$ cat src/rtl/id_pkg.sv
`default_nettype none
// +--------------------------------------------------------------------------+
// | Package     : id_pkg                                                     |
// | Description : Shared constants for the instruction-decode stage: default |
// |               datapath/register-address widths and the register-field    |
// |               offsets inside a 32-bit instruction word.                  |
// | Revision    : 1.0 - initial release                                      |
// +--------------------------------------------------------------------------+
package id_pkg;

  localparam int c_XLEN    = 32;
  localparam int c_RA_W    = 5;
  localparam int c_INSTR_W = 32;
  localparam int c_RS_LSB  = 21;
  localparam int c_RT_LSB  = 16;

endpackage : id_pkg
`default_nettype wire

$ cat src/rtl/id_stage_fwd_if.sv
`default_nettype none
// +--------------------------------------------------------------------------+
// | Interface   : id_stage_fwd_if                                            |
// | Description : Pipeline handshake (IF->ID, ID->EXE) and the packed        |
// |               forwarding-source bus seen by the decode stage.            |
// |   master : drives IF payload, exe_allowin and the fwd_* bus              |
// |   slave  : the ID stage; drives id_allowin, id_exe_validto, id_valid,    |
// |            pc_out, instr_out                                             |
// | Revision    : 1.0 - initial release                                      |
// +--------------------------------------------------------------------------+
interface id_stage_fwd_if
  import id_pkg::*;
#(
  parameter int XLEN  = c_XLEN,
  parameter int RA_W  = c_RA_W,
  parameter int N_FWD = 3
);

  // IF -> ID
  logic                  if_id_validto;
  logic [XLEN-1:0]       pc_in;
  logic [c_INSTR_W-1:0]  instr_in;
  logic                  id_allowin;

  // ID -> EXE
  logic                  exe_allowin;
  logic                  id_exe_validto;
  logic                  id_valid;
  logic [XLEN-1:0]       pc_out;
  logic [c_INSTR_W-1:0]  instr_out;

  // Forwarding sources, index 0 = youngest
  logic [N_FWD-1:0]      fwd_valid;
  logic [N_FWD*RA_W-1:0] fwd_rdc;
  logic [N_FWD*XLEN-1:0] fwd_data;
  logic [N_FWD-1:0]      fwd_ready;

  modport master (
    output if_id_validto, pc_in, instr_in, exe_allowin,
           fwd_valid, fwd_rdc, fwd_data, fwd_ready,
    input  id_allowin, id_exe_validto, id_valid, pc_out, instr_out
  );

  modport slave (
    input  if_id_validto, pc_in, instr_in, exe_allowin,
           fwd_valid, fwd_rdc, fwd_data, fwd_ready,
    output id_allowin, id_exe_validto, id_valid, pc_out, instr_out
  );

endinterface : id_stage_fwd_if
`default_nettype wire

$ cat src/rtl/fwd_select.sv
`default_nettype none
// +--------------------------------------------------------------------------+
// | Module      : fwd_select                                                 |
// | Description : Resolves one source operand against N_FWD forwarding       |
// |               sources; the youngest (lowest index) matching source wins. |
// | Ports:                                                                   |
// |   addr, used         : register read address and decoder use flag        |
// |   fwd_valid/rdc/data/ready : packed forwarding bus                       |
// |   rf_rdata           : register-file value used when nothing matches     |
// |   value              : resolved operand                                  |
// |   hit                : some source matched                               |
// |   not_ready          : the selected source has no data yet               |
// | Revision    : 1.0 - initial release                                      |
// +--------------------------------------------------------------------------+
module fwd_select
  import id_pkg::*;
#(
  parameter int XLEN  = c_XLEN,
  parameter int RA_W  = c_RA_W,
  parameter int N_FWD = 3
) (
  input  logic [RA_W-1:0]       addr,
  input  logic                  used,
  input  logic [N_FWD-1:0]      fwd_valid,
  input  logic [N_FWD*RA_W-1:0] fwd_rdc,
  input  logic [N_FWD*XLEN-1:0] fwd_data,
  input  logic [N_FWD-1:0]      fwd_ready,
  input  logic [XLEN-1:0]       rf_rdata,
  output logic [XLEN-1:0]       value,
  output logic                  hit,
  output logic                  not_ready
);

  logic [N_FWD-1:0] w_match;

  // Register 0 is hardwired; an unused operand must neither forward nor stall.
  for (genvar gi = 0; gi < N_FWD; gi++) begin : g_match
    assign w_match[gi] = fwd_valid[gi] && (fwd_rdc[gi*RA_W +: RA_W] == addr) &&
                         (addr != '0) && used;
  end

  // Scan oldest to youngest so the last assignment belongs to the youngest
  // matching source; only that source's ready bit decides the interlock.
  always_comb begin
    value     = rf_rdata;
    hit       = 1'b0;
    not_ready = 1'b0;
    for (int i = N_FWD - 1; i >= 0; i--) begin
      if (w_match[i]) begin
        value     = fwd_data[i*XLEN +: XLEN];
        hit       = 1'b1;
        not_ready = !fwd_ready[i];
      end
    end
  end

endmodule : fwd_select
`default_nettype wire

$ cat src/rtl/id_stage_fwd.sv
`default_nettype none
// +--------------------------------------------------------------------------+
// | Module      : id_stage_fwd                                               |
// | Description : Instruction-decode pipe stage. Holds the IF->ID register,  |
// |               drives the register-file read addresses, resolves rs/rt    |
// |               through an N-source forwarding network and interlocks on   |
// |               sources whose data is not yet available.                   |
// | Ports:                                                                   |
// |   clk, rst            : clock, asynchronous active-high reset            |
// |   bus (slave)         : IF/EXE handshake, ID payload, forwarding bus     |
// |   flush               : kill the instruction held in ID                  |
// |   dec_rs/rt_used      : operand-use flags from the external decoder      |
// |   rf_raddr1/2, rf_rdata1/2 : register-file read port                     |
// |   rs_val, rt_val, eq_flag : resolved operands and their equality         |
// |   stall, stall_cnt    : hazard indication and saturating stall counter   |
// | Revision    : 1.0 - initial release                                      |
// +--------------------------------------------------------------------------+
module id_stage_fwd
  import id_pkg::*;
#(
  parameter int XLEN  = c_XLEN,
  parameter int RA_W  = c_RA_W,
  parameter int N_FWD = 3,
  parameter int CNT_W = 16
) (
  input  logic             clk,
  input  logic             rst,
  id_stage_fwd_if.slave    bus,
  input  logic             flush,
  input  logic             dec_rs_used,
  input  logic             dec_rt_used,
  output logic [RA_W-1:0]  rf_raddr1,
  output logic [RA_W-1:0]  rf_raddr2,
  input  logic [XLEN-1:0]  rf_rdata1,
  input  logic [XLEN-1:0]  rf_rdata2,
  output logic [XLEN-1:0]  rs_val,
  output logic [XLEN-1:0]  rt_val,
  output logic             eq_flag,
  output logic             stall,
  output logic [CNT_W-1:0] stall_cnt
);

  logic                 r_id_valid;
  logic [XLEN-1:0]      r_pc;
  logic [c_INSTR_W-1:0] r_instr;
  logic [CNT_W-1:0]     r_stall_cnt;

  logic w_rs_hit, w_rs_not_ready;
  logic w_rt_hit, w_rt_not_ready;
  logic w_hazard, w_ready_go, w_allowin;

  assign rf_raddr1 = r_instr[c_RS_LSB +: RA_W];
  assign rf_raddr2 = r_instr[c_RT_LSB +: RA_W];

  fwd_select #(.XLEN(XLEN), .RA_W(RA_W), .N_FWD(N_FWD)) u_fwd_rs (
    .addr      (rf_raddr1),
    .used      (dec_rs_used),
    .fwd_valid (bus.fwd_valid),
    .fwd_rdc   (bus.fwd_rdc),
    .fwd_data  (bus.fwd_data),
    .fwd_ready (bus.fwd_ready),
    .rf_rdata  (rf_rdata1),
    .value     (rs_val),
    .hit       (w_rs_hit),
    .not_ready (w_rs_not_ready)
  );

  fwd_select #(.XLEN(XLEN), .RA_W(RA_W), .N_FWD(N_FWD)) u_fwd_rt (
    .addr      (rf_raddr2),
    .used      (dec_rt_used),
    .fwd_valid (bus.fwd_valid),
    .fwd_rdc   (bus.fwd_rdc),
    .fwd_data  (bus.fwd_data),
    .fwd_ready (bus.fwd_ready),
    .rf_rdata  (rf_rdata2),
    .value     (rt_val),
    .hit       (w_rt_hit),
    .not_ready (w_rt_not_ready)
  );

  assign eq_flag = (rs_val == rt_val);

  // Gated by the registered valid so an async reset drops stall immediately.
  assign w_hazard   = r_id_valid && ((w_rs_hit && w_rs_not_ready) ||
                                     (w_rt_hit && w_rt_not_ready));
  assign w_ready_go = !w_hazard;
  assign w_allowin  = !r_id_valid || (w_ready_go && bus.exe_allowin) || flush;

  assign stall              = w_hazard;
  assign bus.id_allowin     = w_allowin;
  assign bus.id_exe_validto = r_id_valid && w_ready_go && !flush;
  assign bus.id_valid       = r_id_valid;
  assign bus.pc_out         = r_pc;
  assign bus.instr_out      = r_instr;
  assign stall_cnt          = r_stall_cnt;

  // Pipeline register. Flush wins over a new instruction; a payload arriving
  // in the flush cycle is captured but its valid bit is dropped.
  always_ff @(posedge clk or posedge rst) begin
    if (rst) begin
      r_id_valid <= 1'b0;
      r_pc       <= '0;
      r_instr    <= '0;
    end else begin
      if (flush) begin
        r_id_valid <= 1'b0;
      end else if (w_allowin) begin
        r_id_valid <= bus.if_id_validto;
      end
      if ((flush || w_allowin) && bus.if_id_validto) begin
        r_pc    <= bus.pc_in;
        r_instr <= bus.instr_in;
      end
    end
  end

  always_ff @(posedge clk or posedge rst) begin
    if (rst) begin
      r_stall_cnt <= '0;
    end else if (w_hazard && (r_stall_cnt != '1)) begin
      r_stall_cnt <= r_stall_cnt + 1'b1;
    end
  end

endmodule : id_stage_fwd
`default_nettype wire

$ cat src/flat_wrapper.sv
// flat-port wrapper written by rule: the top's interface ports become plain ports
module id_stage_fwd_flat import id_pkg::*;
#(
  parameter int XLEN  = c_XLEN,
  parameter int RA_W  = c_RA_W,
  parameter int N_FWD = 3,
  parameter int CNT_W = 16
)
  (clk, rst, flush, dec_rs_used, dec_rt_used, rf_raddr1, rf_raddr2, rf_rdata1, rf_rdata2, rs_val, rt_val, eq_flag, stall, stall_cnt, bus_if_id_validto, bus_pc_in, bus_instr_in, bus_exe_allowin, bus_fwd_valid, bus_fwd_rdc, bus_fwd_data, bus_fwd_ready, bus_id_allowin, bus_id_exe_validto, bus_id_valid, bus_pc_out, bus_instr_out);
  id_stage_fwd_if #(.XLEN(XLEN), .RA_W(RA_W), .N_FWD(N_FWD)) bus_i ();
  input  logic clk;
  input  logic rst;
  input  logic flush;
  input  logic dec_rs_used;
  input  logic dec_rt_used;
  output logic [RA_W-1:0] rf_raddr1;
  output logic [RA_W-1:0] rf_raddr2;
  input  logic [XLEN-1:0] rf_rdata1;
  input  logic [XLEN-1:0] rf_rdata2;
  output logic [XLEN-1:0] rs_val;
  output logic [XLEN-1:0] rt_val;
  output logic eq_flag;
  output logic stall;
  output logic [CNT_W-1:0] stall_cnt;
  input wire logic [$bits(bus_i.if_id_validto)-1:0] bus_if_id_validto;
  input wire logic [$bits(bus_i.pc_in)-1:0] bus_pc_in;
  input wire logic [$bits(bus_i.instr_in)-1:0] bus_instr_in;
  input wire logic [$bits(bus_i.exe_allowin)-1:0] bus_exe_allowin;
  input wire logic [$bits(bus_i.fwd_valid)-1:0] bus_fwd_valid;
  input wire logic [$bits(bus_i.fwd_rdc)-1:0] bus_fwd_rdc;
  input wire logic [$bits(bus_i.fwd_data)-1:0] bus_fwd_data;
  input wire logic [$bits(bus_i.fwd_ready)-1:0] bus_fwd_ready;
  output wire logic [$bits(bus_i.id_allowin)-1:0] bus_id_allowin;
  output wire logic [$bits(bus_i.id_exe_validto)-1:0] bus_id_exe_validto;
  output wire logic [$bits(bus_i.id_valid)-1:0] bus_id_valid;
  output wire logic [$bits(bus_i.pc_out)-1:0] bus_pc_out;
  output wire logic [$bits(bus_i.instr_out)-1:0] bus_instr_out;
  assign bus_i.if_id_validto = bus_if_id_validto;
  assign bus_i.pc_in = bus_pc_in;
  assign bus_i.instr_in = bus_instr_in;
  assign bus_i.exe_allowin = bus_exe_allowin;
  assign bus_i.fwd_valid = bus_fwd_valid;
  assign bus_i.fwd_rdc = bus_fwd_rdc;
  assign bus_i.fwd_data = bus_fwd_data;
  assign bus_i.fwd_ready = bus_fwd_ready;
  assign bus_id_allowin = bus_i.id_allowin;
  assign bus_id_exe_validto = bus_i.id_exe_validto;
  assign bus_id_valid = bus_i.id_valid;
  assign bus_pc_out = bus_i.pc_out;
  assign bus_instr_out = bus_i.instr_out;
  id_stage_fwd #(.XLEN(XLEN), .RA_W(RA_W), .N_FWD(N_FWD), .CNT_W(CNT_W)) u_core (.clk(clk), .rst(rst), .bus(bus_i), .flush(flush), .dec_rs_used(dec_rs_used), .dec_rt_used(dec_rt_used), .rf_raddr1(rf_raddr1), .rf_raddr2(rf_raddr2), .rf_rdata1(rf_rdata1), .rf_rdata2(rf_rdata2), .rs_val(rs_val), .rt_val(rt_val), .eq_flag(eq_flag), .stall(stall), .stall_cnt(stall_cnt));
endmodule
$ cat config.mk
export PLATFORM = sky130hd
export DESIGN_NAME = id_stage_fwd_flat
export DESIGN_NICKNAME = d
export VERILOG_FILES = /design/src/rtl/id_pkg.sv /design/src/rtl/id_stage_fwd_if.sv /design/src/rtl/fwd_select.sv /design/src/rtl/id_stage_fwd.sv /design/src/flat_wrapper.sv
export SDC_FILE = /design/constraint.sdc
export NUM_CORES = 1
export LEC_CHECK = 0
export CAP_MARGIN = 20
export CELL_PAD_IN_SITES_DETAIL_PLACEMENT = 0
export CELL_PAD_IN_SITES_GLOBAL_PLACEMENT = 2
export CORE_ASPECT_RATIO = 0.7
export CORE_UTILIZATION = 22
export CTS_CLUSTER_SIZE = 12
export DETAILED_ROUTE_END_ITERATION = 6
export PLACE_DENSITY_LB_ADDON = 0.1
export SLEW_MARGIN = 30
export SYNTH_ARGS = -nofsm -noshare
export SYNTH_HDL_FRONTEND = slang
export SYNTH_SLANG_ARGS = --single-unit
$ cat constraint.sdc
create_clock -name clk -period 7.6 [get_ports clk]
set_input_delay 0.76 -clock clk [delete_from_list [all_inputs] [get_ports clk]]
set_output_delay 0.76 -clock clk [all_outputs]
set_load 0.1 [all_outputs]
==> impl_metrics.yaml <==
floorplan:
  die_area_um2: 28800
  core_area_um2: 27200
  fp.dieW_um: 203
  pin_count: 411
  num_rows: 50
  start_util: 0.227
  die_y_um: 142
placement:
  io_buffers: 410
  place_congestion: 0.784
  hpwl_mm: 23.0
  pre_cts_slack_ns: 1.76
logic_synthesis:
  synth_top_flop_cell: "dfrtp_1"
  synth_warnings: 0
  yosysSeqAreaShare: 0.327
  syn_inst: 608
  synth_edf_count: 0
  synthDistinctLibCells: 47
  synth_common_cells: "dfrtp_1, mux2_2, o221a_2"
  synth_top_area_cell: "dfrtp_1"
  yosysMostFrequentCell: "dfrtp_1"
  synth_top_area_frac: 0.327
  ys_ff_latch: 81
  synthesis.area_um2: 6190
  synth_async_sr_flop_share: 1.00
  yosys-top-cells-area: "dfrtp_1, mux2_2, o221a_2"
  synth.net_count: 861
  synth.avg_cell_area_um2: 10.2
route:
  vias: 6643
  drt_wl_total_mm: 30.5
  wl_met3_mm: 1.72
  dr.first_iter.drc_count: 290
  route.detailed.drc: 0
  detail_route.wl_per_cell_um: 22.6
  firstDrtPassIters: 5
  viasPerCell: 4.92
  ant_nets: 0
  wl_met1_mm: 14.2
  highest_layer: "met4"
  wl_met2_mm: 14.3
sta:
  max_freq_mhz: 171
  final.min_clock_period_ns: 5.84
  setup_tns_ns: 0
  relSlewSlack: 0.297
  drv_slew: 0
  rsz0062_at_grt: "false"
  fin_crit_sh: 0.768
  whs_ns: 0.494
  finalClockSkew_ns: 0.0113
  worst_slew_pin_slew_ns: 1.05
  finalWorstSetupSlack_ns: 1.76
  finalHoldViolCount: 0
  finalSetupViolCount: 0
grt:
  antenna_found_initial: 0
  grt_pass1_wl_mm: 44.3
  grt_pass1_vias: 6820
  grt_max_degree: 82
  grtUsageTotal: 0.205
  grt_overflow: 0
critical_path:
  r2r_slack_ns: 2.78
  cp_max_fo: 26
  cp_slowest_stage_delay_ns: 0.90
  reg2reg_depth: 11
  slowest_stage: "nand4b_2"
  crit_path_frequent_cell: "xor2_1"
  cp-endpoint: "eq_flag"
  crit_chain: "clkdlybuf4s50_1 > xor2_1 > nor4_1 > nand4b_2 > and2_1 > a31oi_1 > xor2_1 > or4_1 > nor4b_2 > buf_12"
  startpoint_type: "input pin"
  worst-setup-path-type: "input pin to output pin"
  timing.rr.end: "u_core.bus.pc_out[27]"
  r2r-start: "u_core.bus.instr_out[23]"
  worst_ep_required_time_ns: 6.84
  crit_path_end_kind: "output pin"
  critPathArrivalTime_ns: 5.08
  critPathLaunch: "bus_fwd_rdc[6]"
clocking:
  clk_path_buf_depth: 2
  h-tree-depth: 3
  postCtsSetupBuffers: 0
  cts_hold_buf: 0
  cts_sinks: 81
  clk_pin_slew_ns: 0.06
  clk_latency_ns: 0.35
  clockRootBuffer: "clkbuf_16"
  cts_tree: "yes"
  cts_inserted_buffers: 9
  cts_resized: 0
cells_and_area:
  fillers: 2736
  final_nets: 1233
  antenna_cells: 0
  area_growth_pct: 73.6
  drive_gt1_frac: 0.176
pwr:
  p_per_area_nw_per_um2: 202
  ir_worst_vdd_mv: 0.120
  power_leakage_nw: 4.12
min_path:
  hp-class: "flop to flop"
flow_run:
  maxCapViolations: 0
run_status:
  outcome: "completed"
[worst max-delay path, delay by kind of cell]
family | cells | cell delay, ns
simple gates | 5 | 3.08
buf+inv | 2 | 0.67
xor+xnor | 2 | 0.28
compound gates | 1 | 0.28
[cell families (layout without fill, tap and decap cells)]
kind of cell               Yosys count  count (layout)  share of synthesized area
xor gates and xnor gates            75              75                      0.106
adders and majority gates            1               1                    0.00202
and+or+nand+nor                    110             110                     0.0990
AOI/OAI and AO/OA                  183             183                      0.259
DFF                                 81              81                      0.327
muxes                               69              69                      0.125
buffers and inverters               89             466                     0.0821
[state kept, by name, indices dropped and copies added, names as in the netlist]
register and cells:
u_core.bus.instr_out 32, u_core.bus.pc_out 32, u_core.stall_cnt 16, u_core.bus.id_valid 1
[per-layer routing]
metal,vias up,global-route usage
li1,3117,-
met1,3266,0.280
met2,239,0.333
met3,21,0.0495
met4,0,0.0348
met5,-,0
[cell type report]
type | instances | area [um^2] | share of cell area
Timing Repair Buffer | 422 | 4170 | 0.388
Multi-Input combinational cell | 438 | 3660 | 0.341
Clock buffer | 9 | 225 | 0.0209
Sequential cell | 81 | 2030 | 0.189
Inverter | 28 | 106 | 0.00989
Clock inverter | 7 | 103 | 0.00954
Tap cell | 364 | 455 | 0.0424
[cells in the final DEF (no fill, tap or decap), types with 3 or more instances in the layout]
| cell | Yosys | routed |
|---|---|---|
| clkdlybuf4s50_1 | 0 | 398 |
| and2_1 | 5 | 5 |
| nor2_1 | 10 | 10 |
| nand2_2 | 4 | 4 |
| nand2_1 | 38 | 38 |
| buf_4 | 19 | 19 |
| o31ai_1 | 47 | 47 |
| mux2i_1 | 4 | 4 |
| o221a_2 | 51 | 51 |
| nand3_1 | 15 | 15 |
| o2111ai_1 | 47 | 47 |
| xnor2_1 | 40 | 40 |
| a21oi_1 | 4 | 4 |
| xor2_1 | 35 | 35 |
| nand4_1 | 10 | 10 |
| o22ai_1 | 12 | 12 |
| nor4_1 | 9 | 9 |
| and3_1 | 3 | 3 |
| mux2_2 | 65 | 65 |
| clkbuf_16 | 0 | 9 |
| buf_2 | 16 | 3 |
| a31oi_1 | 10 | 10 |
| inv_1 | 28 | 27 |
| dfrtp_1 | 81 | 81 |
[through the flow]
stage	total power [mW]	std cells	instance area [um^2]	util
floorplan	1.34	608	6190	-
global placement	1.71	1333	10400	0.383
detailed placement	1.70	1333	10400	0.383
CTS	2.20	1349	10800	0.395
global route	2.26	1349	10800	0.395
finish	2.18	1349	10800	0.395
[power by group]
| part | switching [mW] | internal, mW | leakage, nW |
|---|---|---|---|
| clock | 0.191 | 0.292 | 0.162 |
| combinational | 0.815 | 0.358 | 2.97 |
| sequential | 0.0444 | 0.476 | 0.984 |
[worst min-delay path by stage]
stage	cells past startpoint	from	endpoint
after floorplan	1	flush	u_core.bus.id_valid
after global placement	1	u_core.stall_cnt[6]	u_core.stall_cnt[6]
after detailed placement	1	u_core.stall_cnt[6]	u_core.stall_cnt[6]
after CTS	1	u_core.stall_cnt[6]	u_core.stall_cnt[6]
after global routing	1	u_core.bus.instr_out[31]	u_core.bus.instr_out[31]
final	1	u_core.stall_cnt[6]	u_core.stall_cnt[6]
Power figures use the tool's default switching activity.
==> edit (same settings) <==
`CNT_W` is set to 16 in 2 places; all go to 18.
--- a/src/rtl/id_stage_fwd.sv
+++ b/src/rtl/id_stage_fwd.sv
@@ -23,3 +23,3 @@
   parameter int N_FWD = 3,
-  parameter int CNT_W = 16
+  parameter int CNT_W = 18
 ) (
--- a/src/flat_wrapper.sv
+++ b/src/flat_wrapper.sv
@@ -6,3 +6,3 @@
   parameter int N_FWD = 3,
-  parameter int CNT_W = 16
+  parameter int CNT_W = 18
 )
Interface: changed (resized stall_cnt); port bits go from 411 to 413. The function was not compared with the original's and may differ.
==> edit against the original RTL <==
  * Routed wire length is 0.38% higher
  * Via count shrank 1.4%
  * Critical path depth up 1
  * Power down 1.5%
  * Setup slack improved by 0.075 ns
  * Area after synthesis is 0.26% lower
  * Cell area is 0.30% higher
  * Sequential cell count grew 2
  * Critical endpoint unchanged
==> edit: results (changes against the original RTL) <==
first-pass GRT wire length=44570 um (+0.58%); nonclk buf count=424 (+0.47%); pin count of the biggest net entering global routing=58 (-29%); Int Power=0.001098 W (-2.4%); Synth Net Count=854 (-0.81%); diode count=5 (+5); share of post-route cells with drive strength above 1=18.27% (+0.71 points); Avg WL per Cell=22.63 um (about the same); via count=6551 (-1.4%); Post-Synth Adder-Cell Area=0.2026% (+0.00053 points); Power Density=198.7 nW/um2 (-1.8%); final weighted congestion in routability-driven placement=0.7624 (-2.7%); RR Endpoint=u_core.bus.instr_out[21]; Synth cell types=52 (+11%); WHS Endpoint=u_core.stall_cnt[14]; TritonRoute pass-1 iters=4 (-1); Area contributors post-synth=dfrtp_1 34%, mux2_2 13%, o221a_2 8.0%, xnor2_1 7.2%, o2111ai_1 5.1%; initial antenna violation count=4 (+4); clk buf depth=2 (unchanged); multiplexer area fraction after synthesis=15.06% (+2.6 points); xor/xnor cell area share of the yosys netlist=11.04% (+0.43 points); vias in the first global route=6866 (+0.67%); fraction of area in multi-input gates=34.09% (+0.037 points); Non-Clock Inverter Count=26 (-7.1%); multi-input gates=436 (-0.46%); Crit. Startpoint=u_core.bus.instr_out[22]; Clk network pwr share=21.5% (-0.7 points); Worst Path Arrival=5.01 ns (-0.07 ns); sequential share of cell area=19.26% (+0.41 points); gr usage total=20.68% (+0.14 points); post-synthesis compound-gate area fraction=22.86% (-3.0 points); number of synthesized register bits=83 (+2.5%); clock-cell share of area=2.820% (-0.23 points); Data buffer area share=38.57% (-0.24 points); Slowest cell on crit path=nand2b_2; clock skew=0.009093 ns (-0.002254 ns); Max IR drop VDD=0.1074 mV (-10%); Seq/Total Area, Yosys=33.64% (+0.90 points); Filler cells=2754 (+0.66%); outcome=completed; DR iter-0 viols=312 (+7.6%); worst hold path startpoint=u_core.stall_cnt[14]; hpwl dp=23070 um (+0.20%)
edit: stage by stage:
step | utilization, % | worst slack [ns] | hold WS [ns] | std cells | instance area (um2)
after global routing | 39.71 | 1.569 | 0.5100 | 1353 | 10780
after detailed placement | 38.61 | 1.551 | 0.4815 | 1333 | 10480
after global placement | 38.75 | 1.609 | 0.4820 | 1333 | 10520
after CTS | 39.73 | 1.525 | 0.4965 | 1349 | 10790
after floorplan | - | 0.4880 | 0.8672 | 601 | 6175
final | 39.71 | 1.835 | 0.4970 | 1354 | 10780
edit: metal layers:
| metal | wire length (um) | part of all wire (%) | GRT usage (%) |
|---|---|---|---|
| met1 | 13690 | 45 | 27.29 |
| met2 | 13750 | 45 | 31.56 |
| met3 | 2679 | 8.7 | 7.418 |
| met5 | 0 | 0 | 0 |
| met4 | 519 | 1.7 | 5.896 |
